==> src/rtl/multicycle_main_control_if.sv <==
`default_nettype none
// ============================================================================
// Module  : multicycle_main_control_if
// Brief   : Instruction/handshake inputs and datapath controls of the
//           multicycle main control unit.
// Revision: 1.0 - initial release
// ============================================================================
interface multicycle_main_control_if;
    logic [31:0] instruction;
    logic        mem_ready;
    logic [1:0]  alu_op;
    logic        alu_src_a;
    logic [1:0]  alu_src_b;
    logic        pc_write;
    logic        pc_write_cond;
    logic        pc_source;
    logic        iord;
    logic        mem_read;
    logic        mem_write;
    logic        ir_write;
    logic        reg_write;
    logic        mem_to_reg;
    logic        illegal;
    logic [3:0]  state;

    // master is the controller; slave is the datapath/memory side
    modport master (
        input  instruction, mem_ready,
        output alu_op, alu_src_a, alu_src_b, pc_write, pc_write_cond,
               pc_source, iord, mem_read, mem_write, ir_write, reg_write,
               mem_to_reg, illegal, state
    );

    modport slave (
        output instruction, mem_ready,
        input  alu_op, alu_src_a, alu_src_b, pc_write, pc_write_cond,
               pc_source, iord, mem_read, mem_write, ir_write, reg_write,
               mem_to_reg, illegal, state
    );
endinterface
`default_nettype wire

==> src/rtl/multicycle_main_control.sv <==
`default_nettype none
// ============================================================================
// Module  : multicycle_main_control
// Brief   : Moore-style main control FSM for the multicycle RV32I subset
//           (R-type, LW, SW, BEQ) with memory-ready gating.
// Revision: 1.0 - initial release
// ============================================================================
module multicycle_main_control (
    input  wire logic                  clk,
    input  wire logic                  rst_n,
    multicycle_main_control_if.master  bus
);

    localparam logic [6:0] c_OP_RTYPE = 7'b0110011;
    localparam logic [6:0] c_OP_LW    = 7'b0000011;
    localparam logic [6:0] c_OP_SW    = 7'b0100011;
    localparam logic [6:0] c_OP_BEQ   = 7'b1100011;

    typedef enum logic [3:0] {
        S_FETCH     = 4'd0,
        S_DECODE    = 4'd1,
        S_MEM_ADDR  = 4'd2,
        S_MEM_READ  = 4'd3,
        S_MEM_WB    = 4'd4,
        S_MEM_WRITE = 4'd5,
        S_EXECUTE   = 4'd6,
        S_ALU_WB    = 4'd7,
        S_BRANCH    = 4'd8
    } state_t;

    state_t      state_q;
    state_t      state_d;

    logic [6:0]  w_opcode;
    logic [1:0]  w_alu_op;
    logic        w_alu_src_a;
    logic [1:0]  w_alu_src_b;
    logic        w_pc_write;
    logic        w_pc_write_cond;
    logic        w_pc_source;
    logic        w_iord;
    logic        w_mem_read;
    logic        w_mem_write;
    logic        w_ir_write;
    logic        w_reg_write;
    logic        w_mem_to_reg;
    logic        w_illegal;
    logic        w_unused_instr_bits;

    assign w_opcode            = bus.instruction[6:0];
    assign w_unused_instr_bits = ^bus.instruction[31:7];

    always_ff @(posedge clk) begin
        if (!rst_n) begin
            state_q <= S_FETCH;
        end else begin
            state_q <= state_d;
        end
    end

    always_comb begin
        state_d         = S_FETCH;
        w_alu_op        = 2'b00;
        w_alu_src_a     = 1'b0;
        w_alu_src_b     = 2'b00;
        w_pc_write      = 1'b0;
        w_pc_write_cond = 1'b0;
        w_pc_source     = 1'b0;
        w_iord          = 1'b0;
        w_mem_read      = 1'b0;
        w_mem_write     = 1'b0;
        w_ir_write      = 1'b0;
        w_reg_write     = 1'b0;
        w_mem_to_reg    = 1'b0;
        w_illegal       = 1'b0;

        case (state_q)
            S_FETCH: begin
                // IR/PC load are the only terms gated directly by mem_ready
                w_mem_read  = 1'b1;
                w_alu_src_b = 2'b01;
                w_ir_write  = bus.mem_ready;
                w_pc_write  = bus.mem_ready;
                state_d     = bus.mem_ready ? S_DECODE : S_FETCH;
            end
            S_DECODE: begin
                w_alu_src_b = 2'b10;
                case (w_opcode)
                    c_OP_LW, c_OP_SW: state_d = S_MEM_ADDR;
                    c_OP_RTYPE:       state_d = S_EXECUTE;
                    c_OP_BEQ:         state_d = S_BRANCH;
                    default: begin
                        w_illegal = 1'b1;
                        state_d   = S_FETCH;
                    end
                endcase
            end
            S_MEM_ADDR: begin
                w_alu_src_a = 1'b1;
                w_alu_src_b = 2'b10;
                case (w_opcode)
                    c_OP_LW: state_d = S_MEM_READ;
                    c_OP_SW: state_d = S_MEM_WRITE;
                    default: state_d = S_FETCH;
                endcase
            end
            S_MEM_READ: begin
                w_mem_read = 1'b1;
                w_iord     = 1'b1;
                state_d    = bus.mem_ready ? S_MEM_WB : S_MEM_READ;
            end
            S_MEM_WB: begin
                w_reg_write  = 1'b1;
                w_mem_to_reg = 1'b1;
                state_d      = S_FETCH;
            end
            S_MEM_WRITE: begin
                w_mem_write = 1'b1;
                w_iord      = 1'b1;
                state_d     = bus.mem_ready ? S_FETCH : S_MEM_WRITE;
            end
            S_EXECUTE: begin
                w_alu_src_a = 1'b1;
                w_alu_op    = 2'b10;
                state_d     = S_ALU_WB;
            end
            S_ALU_WB: begin
                w_reg_write = 1'b1;
                state_d     = S_FETCH;
            end
            S_BRANCH: begin
                w_alu_src_a     = 1'b1;
                w_alu_op        = 2'b01;
                w_pc_write_cond = 1'b1;
                w_pc_source     = 1'b1;
                state_d         = S_FETCH;
            end
            default: begin
                state_d = S_FETCH;
            end
        endcase
    end

    // Reset masks every output so no strobe escapes while rst_n is low
    assign bus.alu_op        = rst_n ? w_alu_op        : 2'b00;
    assign bus.alu_src_a     = rst_n ? w_alu_src_a     : 1'b0;
    assign bus.alu_src_b     = rst_n ? w_alu_src_b     : 2'b00;
    assign bus.pc_write      = rst_n ? w_pc_write      : 1'b0;
    assign bus.pc_write_cond = rst_n ? w_pc_write_cond : 1'b0;
    assign bus.pc_source     = rst_n ? w_pc_source     : 1'b0;
    assign bus.iord          = rst_n ? w_iord          : 1'b0;
    assign bus.mem_read      = rst_n ? w_mem_read      : 1'b0;
    assign bus.mem_write     = rst_n ? w_mem_write     : 1'b0;
    assign bus.ir_write      = rst_n ? w_ir_write      : 1'b0;
    assign bus.reg_write     = rst_n ? w_reg_write     : 1'b0;
    assign bus.mem_to_reg    = rst_n ? w_mem_to_reg    : 1'b0;
    assign bus.illegal       = rst_n ? w_illegal       : 1'b0;
    assign bus.state         = rst_n ? state_q         : 4'd0;

endmodule
`default_nettype wire
==> src/flat_wrapper.sv <==
// flat-port wrapper written by rule: the top's interface ports become plain ports
module multicycle_main_control_flat 
  (clk, rst_n, bus_instruction, bus_mem_ready, bus_alu_op, bus_alu_src_a, bus_alu_src_b, bus_pc_write, bus_pc_write_cond, bus_pc_source, bus_iord, bus_mem_read, bus_mem_write, bus_ir_write, bus_reg_write, bus_mem_to_reg, bus_illegal, bus_state);
  multicycle_main_control_if bus_i ();
  input  wire logic clk;
  input  wire logic rst_n;
  input wire logic [$bits(bus_i.instruction)-1:0] bus_instruction;
  input wire logic [$bits(bus_i.mem_ready)-1:0] bus_mem_ready;
  output wire logic [$bits(bus_i.alu_op)-1:0] bus_alu_op;
  output wire logic [$bits(bus_i.alu_src_a)-1:0] bus_alu_src_a;
  output wire logic [$bits(bus_i.alu_src_b)-1:0] bus_alu_src_b;
  output wire logic [$bits(bus_i.pc_write)-1:0] bus_pc_write;
  output wire logic [$bits(bus_i.pc_write_cond)-1:0] bus_pc_write_cond;
  output wire logic [$bits(bus_i.pc_source)-1:0] bus_pc_source;
  output wire logic [$bits(bus_i.iord)-1:0] bus_iord;
  output wire logic [$bits(bus_i.mem_read)-1:0] bus_mem_read;
  output wire logic [$bits(bus_i.mem_write)-1:0] bus_mem_write;
  output wire logic [$bits(bus_i.ir_write)-1:0] bus_ir_write;
  output wire logic [$bits(bus_i.reg_write)-1:0] bus_reg_write;
  output wire logic [$bits(bus_i.mem_to_reg)-1:0] bus_mem_to_reg;
  output wire logic [$bits(bus_i.illegal)-1:0] bus_illegal;
  output wire logic [$bits(bus_i.state)-1:0] bus_state;
  assign bus_i.instruction = bus_instruction;
  assign bus_i.mem_ready = bus_mem_ready;
  assign bus_alu_op = bus_i.alu_op;
  assign bus_alu_src_a = bus_i.alu_src_a;
  assign bus_alu_src_b = bus_i.alu_src_b;
  assign bus_pc_write = bus_i.pc_write;
  assign bus_pc_write_cond = bus_i.pc_write_cond;
  assign bus_pc_source = bus_i.pc_source;
  assign bus_iord = bus_i.iord;
  assign bus_mem_read = bus_i.mem_read;
  assign bus_mem_write = bus_i.mem_write;
  assign bus_ir_write = bus_i.ir_write;
  assign bus_reg_write = bus_i.reg_write;
  assign bus_mem_to_reg = bus_i.mem_to_reg;
  assign bus_illegal = bus_i.illegal;
  assign bus_state = bus_i.state;
  multicycle_main_control u_core (.clk(clk), .rst_n(rst_n), .bus(bus_i));
endmodule
==> config.mk <==
export PLATFORM = sky130hd
export DESIGN_NAME = multicycle_main_control_flat
export DESIGN_NICKNAME = d
export VERILOG_FILES = /design/src/rtl/multicycle_main_control_if.sv /design/src/rtl/multicycle_main_control.sv /design/src/flat_wrapper.sv
export SDC_FILE = /design/constraint.sdc
export NUM_CORES = 1
export LEC_CHECK = 0
export ABC_AREA = 1
export CELL_PAD_IN_SITES_DETAIL_PLACEMENT = 0
export CELL_PAD_IN_SITES_GLOBAL_PLACEMENT = 1
export CORE_MARGIN = 2
export CORE_UTILIZATION = 15
export CTS_CLUSTER_SIZE = 14
export DETAILED_ROUTE_END_ITERATION = 7
export PLACE_DENSITY_LB_ADDON = 0.1
export SLEW_MARGIN = 10
export SYNTH_ARGS = -nofsm -noshare
export SYNTH_HDL_FRONTEND = slang
export SYNTH_SLANG_ARGS = --single-unit
==> constraint.sdc <==
create_clock -name clk -period 1.5 [get_ports clk]
set_input_delay 0.3 -clock clk [delete_from_list [all_inputs] [get_ports clk]]
set_output_delay 0.3 -clock clk [all_outputs]
set_load 0.005 [all_outputs]
# Yosys cells after proc, flatten, opt, wreduce, memory -nomap -nowiden
# Cells that the tools add are included.
# Widths: inputs -> output; s select.
# totals
reg_bits,4
input_bits,35
elab_cells,51
# classes
eq_ne,12
n_mux,30
reduce_logical,8
# op_table
operator,count
$pmux 4 s6,1
$mux 1,20
$eq 4x3->1 const B,4
$eq 7x6->1 const B,2
$pmux 4 s3,1
$reduce_or 2->1,5
$eq 4x2->1 const B,2
$pmux 2 s2,2
$eq 7x2->1 const B,1
$eq 7x7->1 const B,1
$mux 3,2
$pmux 3 s2,1
$eq 4x1->1 const B,1
$eq 4x4->1 const B,1
$logic_not 4->1,1
$mux 2,2
$mux 4,1
$reduce_or 4->1,1
$reduce_or 3->1,1

# Depth between registers and ports, before layout
# Gate-level depths: netlist of run 1.
# depth
word_depth,5
mapped_depth,8
depth_no_buf,8

# Worst setup path before layout of run 1
# OpenSTA, ideal clock, no wires.
# synth_path
path_type,reg2out
startpoint,register u_core.state_q[0]
endpoint,output port bus_pc_write_cond
arrival_time_ps,952
t_required_ps,1200
setup_slack_ps,248
stages_incl_launch_ff,5
path_buffers,1
cell_sequence,dfxtp_1 nor2_1 nand3_1 nor2_1 buf_4
# synth_between
elab_chain_cells,3
# synth_rtl
item,line_no,rtl
from (decl),multicycle_main_control.sv:31,state_t state_q;
from (signal assigned),multicycle_main_control.sv:57,state_q <= state_d;
$eq 4x4->1,--,
$mux 1 (2 in series),--,
to (decl),flat_wrapper.sv:13,output wire logic [$bits(bus_i.pc_write_cond)-1:0] bus_pc_write_cond;
# No other way between the ends.

# Worst setup path in the final report of run 1
# layout_path
startpoint,input port bus_instruction[6]
endpoint,output port bus_illegal
# layout_between
elab_chain_cells,5
# layout_rtl
item,line_no,rtl
from (decl),flat_wrapper.sv:7,input wire logic [$bits(bus_i.instruction)-1:0] bus_instruction;
$eq 7x6->1 (tied with other cells),multicycle_main_control.sv:88,case (w_opcode)
$reduce_or 4->1 (no source line) (*),--,
$mux 1 (*),multicycle_main_control.sv:88,
$mux 1 (*),multicycle_main_control.sv:77,case (state_q)
$mux 1 (*),multicycle_main_control.sv:157,assign bus.illegal = rst_n ? w_illegal : 1'b0;
to (decl),flat_wrapper.sv:21,output wire logic [$bits(bus_i.illegal)-1:0] bus_illegal;
# Every way passes the cells marked *; elsewhere a longest branch is shown, timed or not.

==> metrics.md, run 1 <==
| Metric | Value |
|---|---|
| Initial DRC Count | `18` |
| Yosys top cell by area | `nand2_1` |
| Hold Crit Start | `rst_n` |
| Finish-stage setup viols | `5` |
| Worst path cell trace | `clkdlybuf4s50_1 > inv_1 > nand3_2 > inv_2 > nand2_1 > nand2_2 > nor2_4 > buf_2` |
| Routed Antenna Nets | `0` |
| Slew Viols, Final | `0` |
| Buffers on Ports | `28` |
| Syn Nets | `134` |
| Die H | `60.60 µm` |
| Worst-path clk slew | `0.04 ns` |
| Clock insertion delay at the later pin of the skew report | `0.23 ns` |
| Vias post-DR | `785` |
| Layout cells sized above 1 | `56.44%` |
| Worst Tran Pin Value | `0.2255 ns` |
| Outcome | `finished, violations left` |
| Hold Fails Final Rpt | `0` |
| Final hold slack | `0.4934 ns` |
| Die Wd | `60.60 µm` |
| Final worst slack | `-0.06838 ns` |
| DRC viols | `0` |
| Setup CP Type | `in2out` |
| PD cells | `310.4 nW/µm²` |
| Largest net degree at the start of global routing | `11` |
| Drt pass-1 iters | `2` |
| Worst hold path class | `in2reg` |
| Dpl hpwl | `1432 µm` |
| Sequential power share | `27.7%` |
| Failing checks | `setup timing` |
| Post-Syn Area | `480.5 µm²` |
| Slowest cell on crit path | `clkdlybuf4s50_1` |
| R2r startpoint | `u_core.state_q[2]` |
| Synth top area cells | `nand2_1 21%, nor2_1 20%, dfxtp_1 17%` |
| Ant diodes | `0` |
| Period utilisation layout | `104.6%` |
| Max reg flops | `4` |
| Nets | `200` |
| Worst Clk Skew | `0.002441 ns` |
| Largest reg by FF count | `u_core.state_q` |
| CTS Buf Count | `3` |
| Vias in the first global route | `754` |
| Leak pwr | `0.7355 nW` |
| Largest regs | `u_core.state_q: 4 flops` |
| Combinational share of power | `39.0%` |
| Yosys reg bits | `4` |
| Vias per cell | `3.792` |
| Synth top area share | `21.09%` |
| WL per Instance | `9.140 µm` |
| Wirelength, routed | `1892 µm` |
| IO Count | `54` |
| First-pass GRT wire length | `2973 µm` |
| Crit path launch | `bus_instruction[6]` |
| Mean Syn Cell Area | `4.853 µm²` |
| Critical Path End Type | `output pin` |
| CP Launch Type | `primary input` |
| CP max stage delay | `0.47 ns` |
| Cells after Synth | `99` |
| Gpl congestion | `0.7948` |
| Core Region | `3053 µm²` |
| Sw Share | `28.42%` |
| Int Power | `0.2705 mW` |
| Crit path arrival time | `1.27 ns` |
| Sequential area share after synthesis | `16.67%` |
| Crit-path max FO | `2` |
| Row cnt | `20` |
| Slew margin rel. | `84.94%` |
| CTS Sinks | `4` |
| RSZ-0062 raised after global routing | `true` |
| Initial Util | `15.74%` |
| CTS tree | `built` |
| GRT Total Usage | `10.55%` |
| Die area | `3672 µm²` |
| TNS Setup | `-0.1510 ns` |
| Max H-tree Level | `1` |
| Synth cell types | `15` |
| Maximum VDD drop | `0.1819 mV` |
| Clock Power Share | `33.2%` |
| Worst EP required | `1.20 ns` |
| CTS root buffer | `clkbuf_4` |
| Synth warnings | `0` |
| Psw | `0.1074 mW` |
| Crit path max-delay family | `buffers and inverters` |
| Global route overflow | `0` |
| Clock buffer depth | `2` |
| Fill cell count | `355` |
| Max Clock Freq | `637.6 MHz` |
| Crit path buf inv count | `4` |
| Initial antenna violation count | `0` |
| # Max-Cap Violations | `0` |
| Synthesis-to-layout area growth | `153.4%` |
| Post-layout min period | `1.568 ns` |
| Reg2reg setup slack | `0.09 ns` |
[timing repair]
action | CTS | global route
pin swaps | 15 | 16
hold buffers | 0 | 0
setup buffers | 8 | 3
gates resized for setup | 97 | 32
endpoints found under the setup margin | 19 | 17
[path summary, 6_finish.rpt]
check / cells after the start / to
min reg2reg: 6 / u_core.state_q[3]
max reg2reg: 11 / u_core.state_q[0]
max: 8 / bus_illegal
min: 4 / u_core.state_q[3]
[logic make-up after synthesis]
group	Yosys count	share of synthesized area [%]
flops	4	16.67
buf+inv	24	20.31
simple gates	66	57.29
compound gates	5	5.730
[cells in the mapped netlist]
master    instances
nor2_1           25
inv_1            21
nor3_1            1
buf_4             2
nor2_4            1
nand4_1           1
nand2_1          27
clkbuf_1          1
dfxtp_1           4
nor2_2            2
nand3_1           9
o21ai_0           1
a21oi_1           2
o22ai_1           1
a31oi_1           1
[layout by cell type, fill, tap and decap left out, drive strengths merged]
master	instances
a21oi	2
a31oi	1
buf	48
clkbuf	7
clkdlybuf4s50	4
dfxtp	4
dlygate4sd2	5
dlymetal6s2s	3
inv	21
nand2	27
nand3	9
nand4	1
nor2	28
nor3	1
o21ai	1
o22ai	1
[area by class of cell]
cell class	instances	area (µm²)	area share [%]
multi-input combinational	71	450.4	37.00
inverter	21	83.83	6.886
clock buffer	3	22.52	1.850
tap	44	55.05	4.522
sequential	4	95.09	7.811
timing repair buffer	64	510.5	41.93
[per-stage QoR]
stage / instances / power (mW) / setup WS (ns) / util (%) / area, µm²
after floorplan: 99 / 0.1498 / 0.2476 / - / 480.5
after global routing: 207 / 0.4117 / -0.1262 / 39.88 / 1217
after global placement: 193 / 0.2311 / -0.4916 / 32.25 / 984.7
final: 207 / 0.3778 / -0.06838 / 39.88 / 1217
after CTS: 204 / 0.3680 / -0.1282 / 37.58 / 1147
after detailed placement: 193 / 0.2312 / -0.5494 / 32.25 / 984.7
[power groups by stage]
stage          Clock (mW)  Combinational, mW  Sequential (mW)
6_report            0.126              0.147            0.105
5_1_grt             0.146              0.161            0.105
4_1_cts             0.131              0.130            0.107
3_5_place_dp            0              0.118            0.114
3_3_place_gp            0              0.117            0.114
2_1_floorplan           0             0.0371            0.113
[worst reg2reg max path, delay by kind of cell, from the launching register on]
family,cells,cell delay [ns]
buf+inv,5,0.53
flops,1,0.35
simple gates,6,0.45
[per-layer routing]
layer	vias up	wire length, µm	track usage, %
met5	-	0	0
met4	0	0	1.863
met3	0	101	0.6397
met2	16	1013	21.35
met1	343	778	12.04
li1	426	-	-
Power figures use the tool's default switching activity.
==> run 2, diff against run 1 <==
- CAP_MARGIN: unset -> 20
- HOLD_SLACK_MARGIN: unset -> 0.02
- SLEW_MARGIN: 10 -> unset
==> results of run 2 <==
The final DEF is identical to that of run 1; final timing and power are the same.
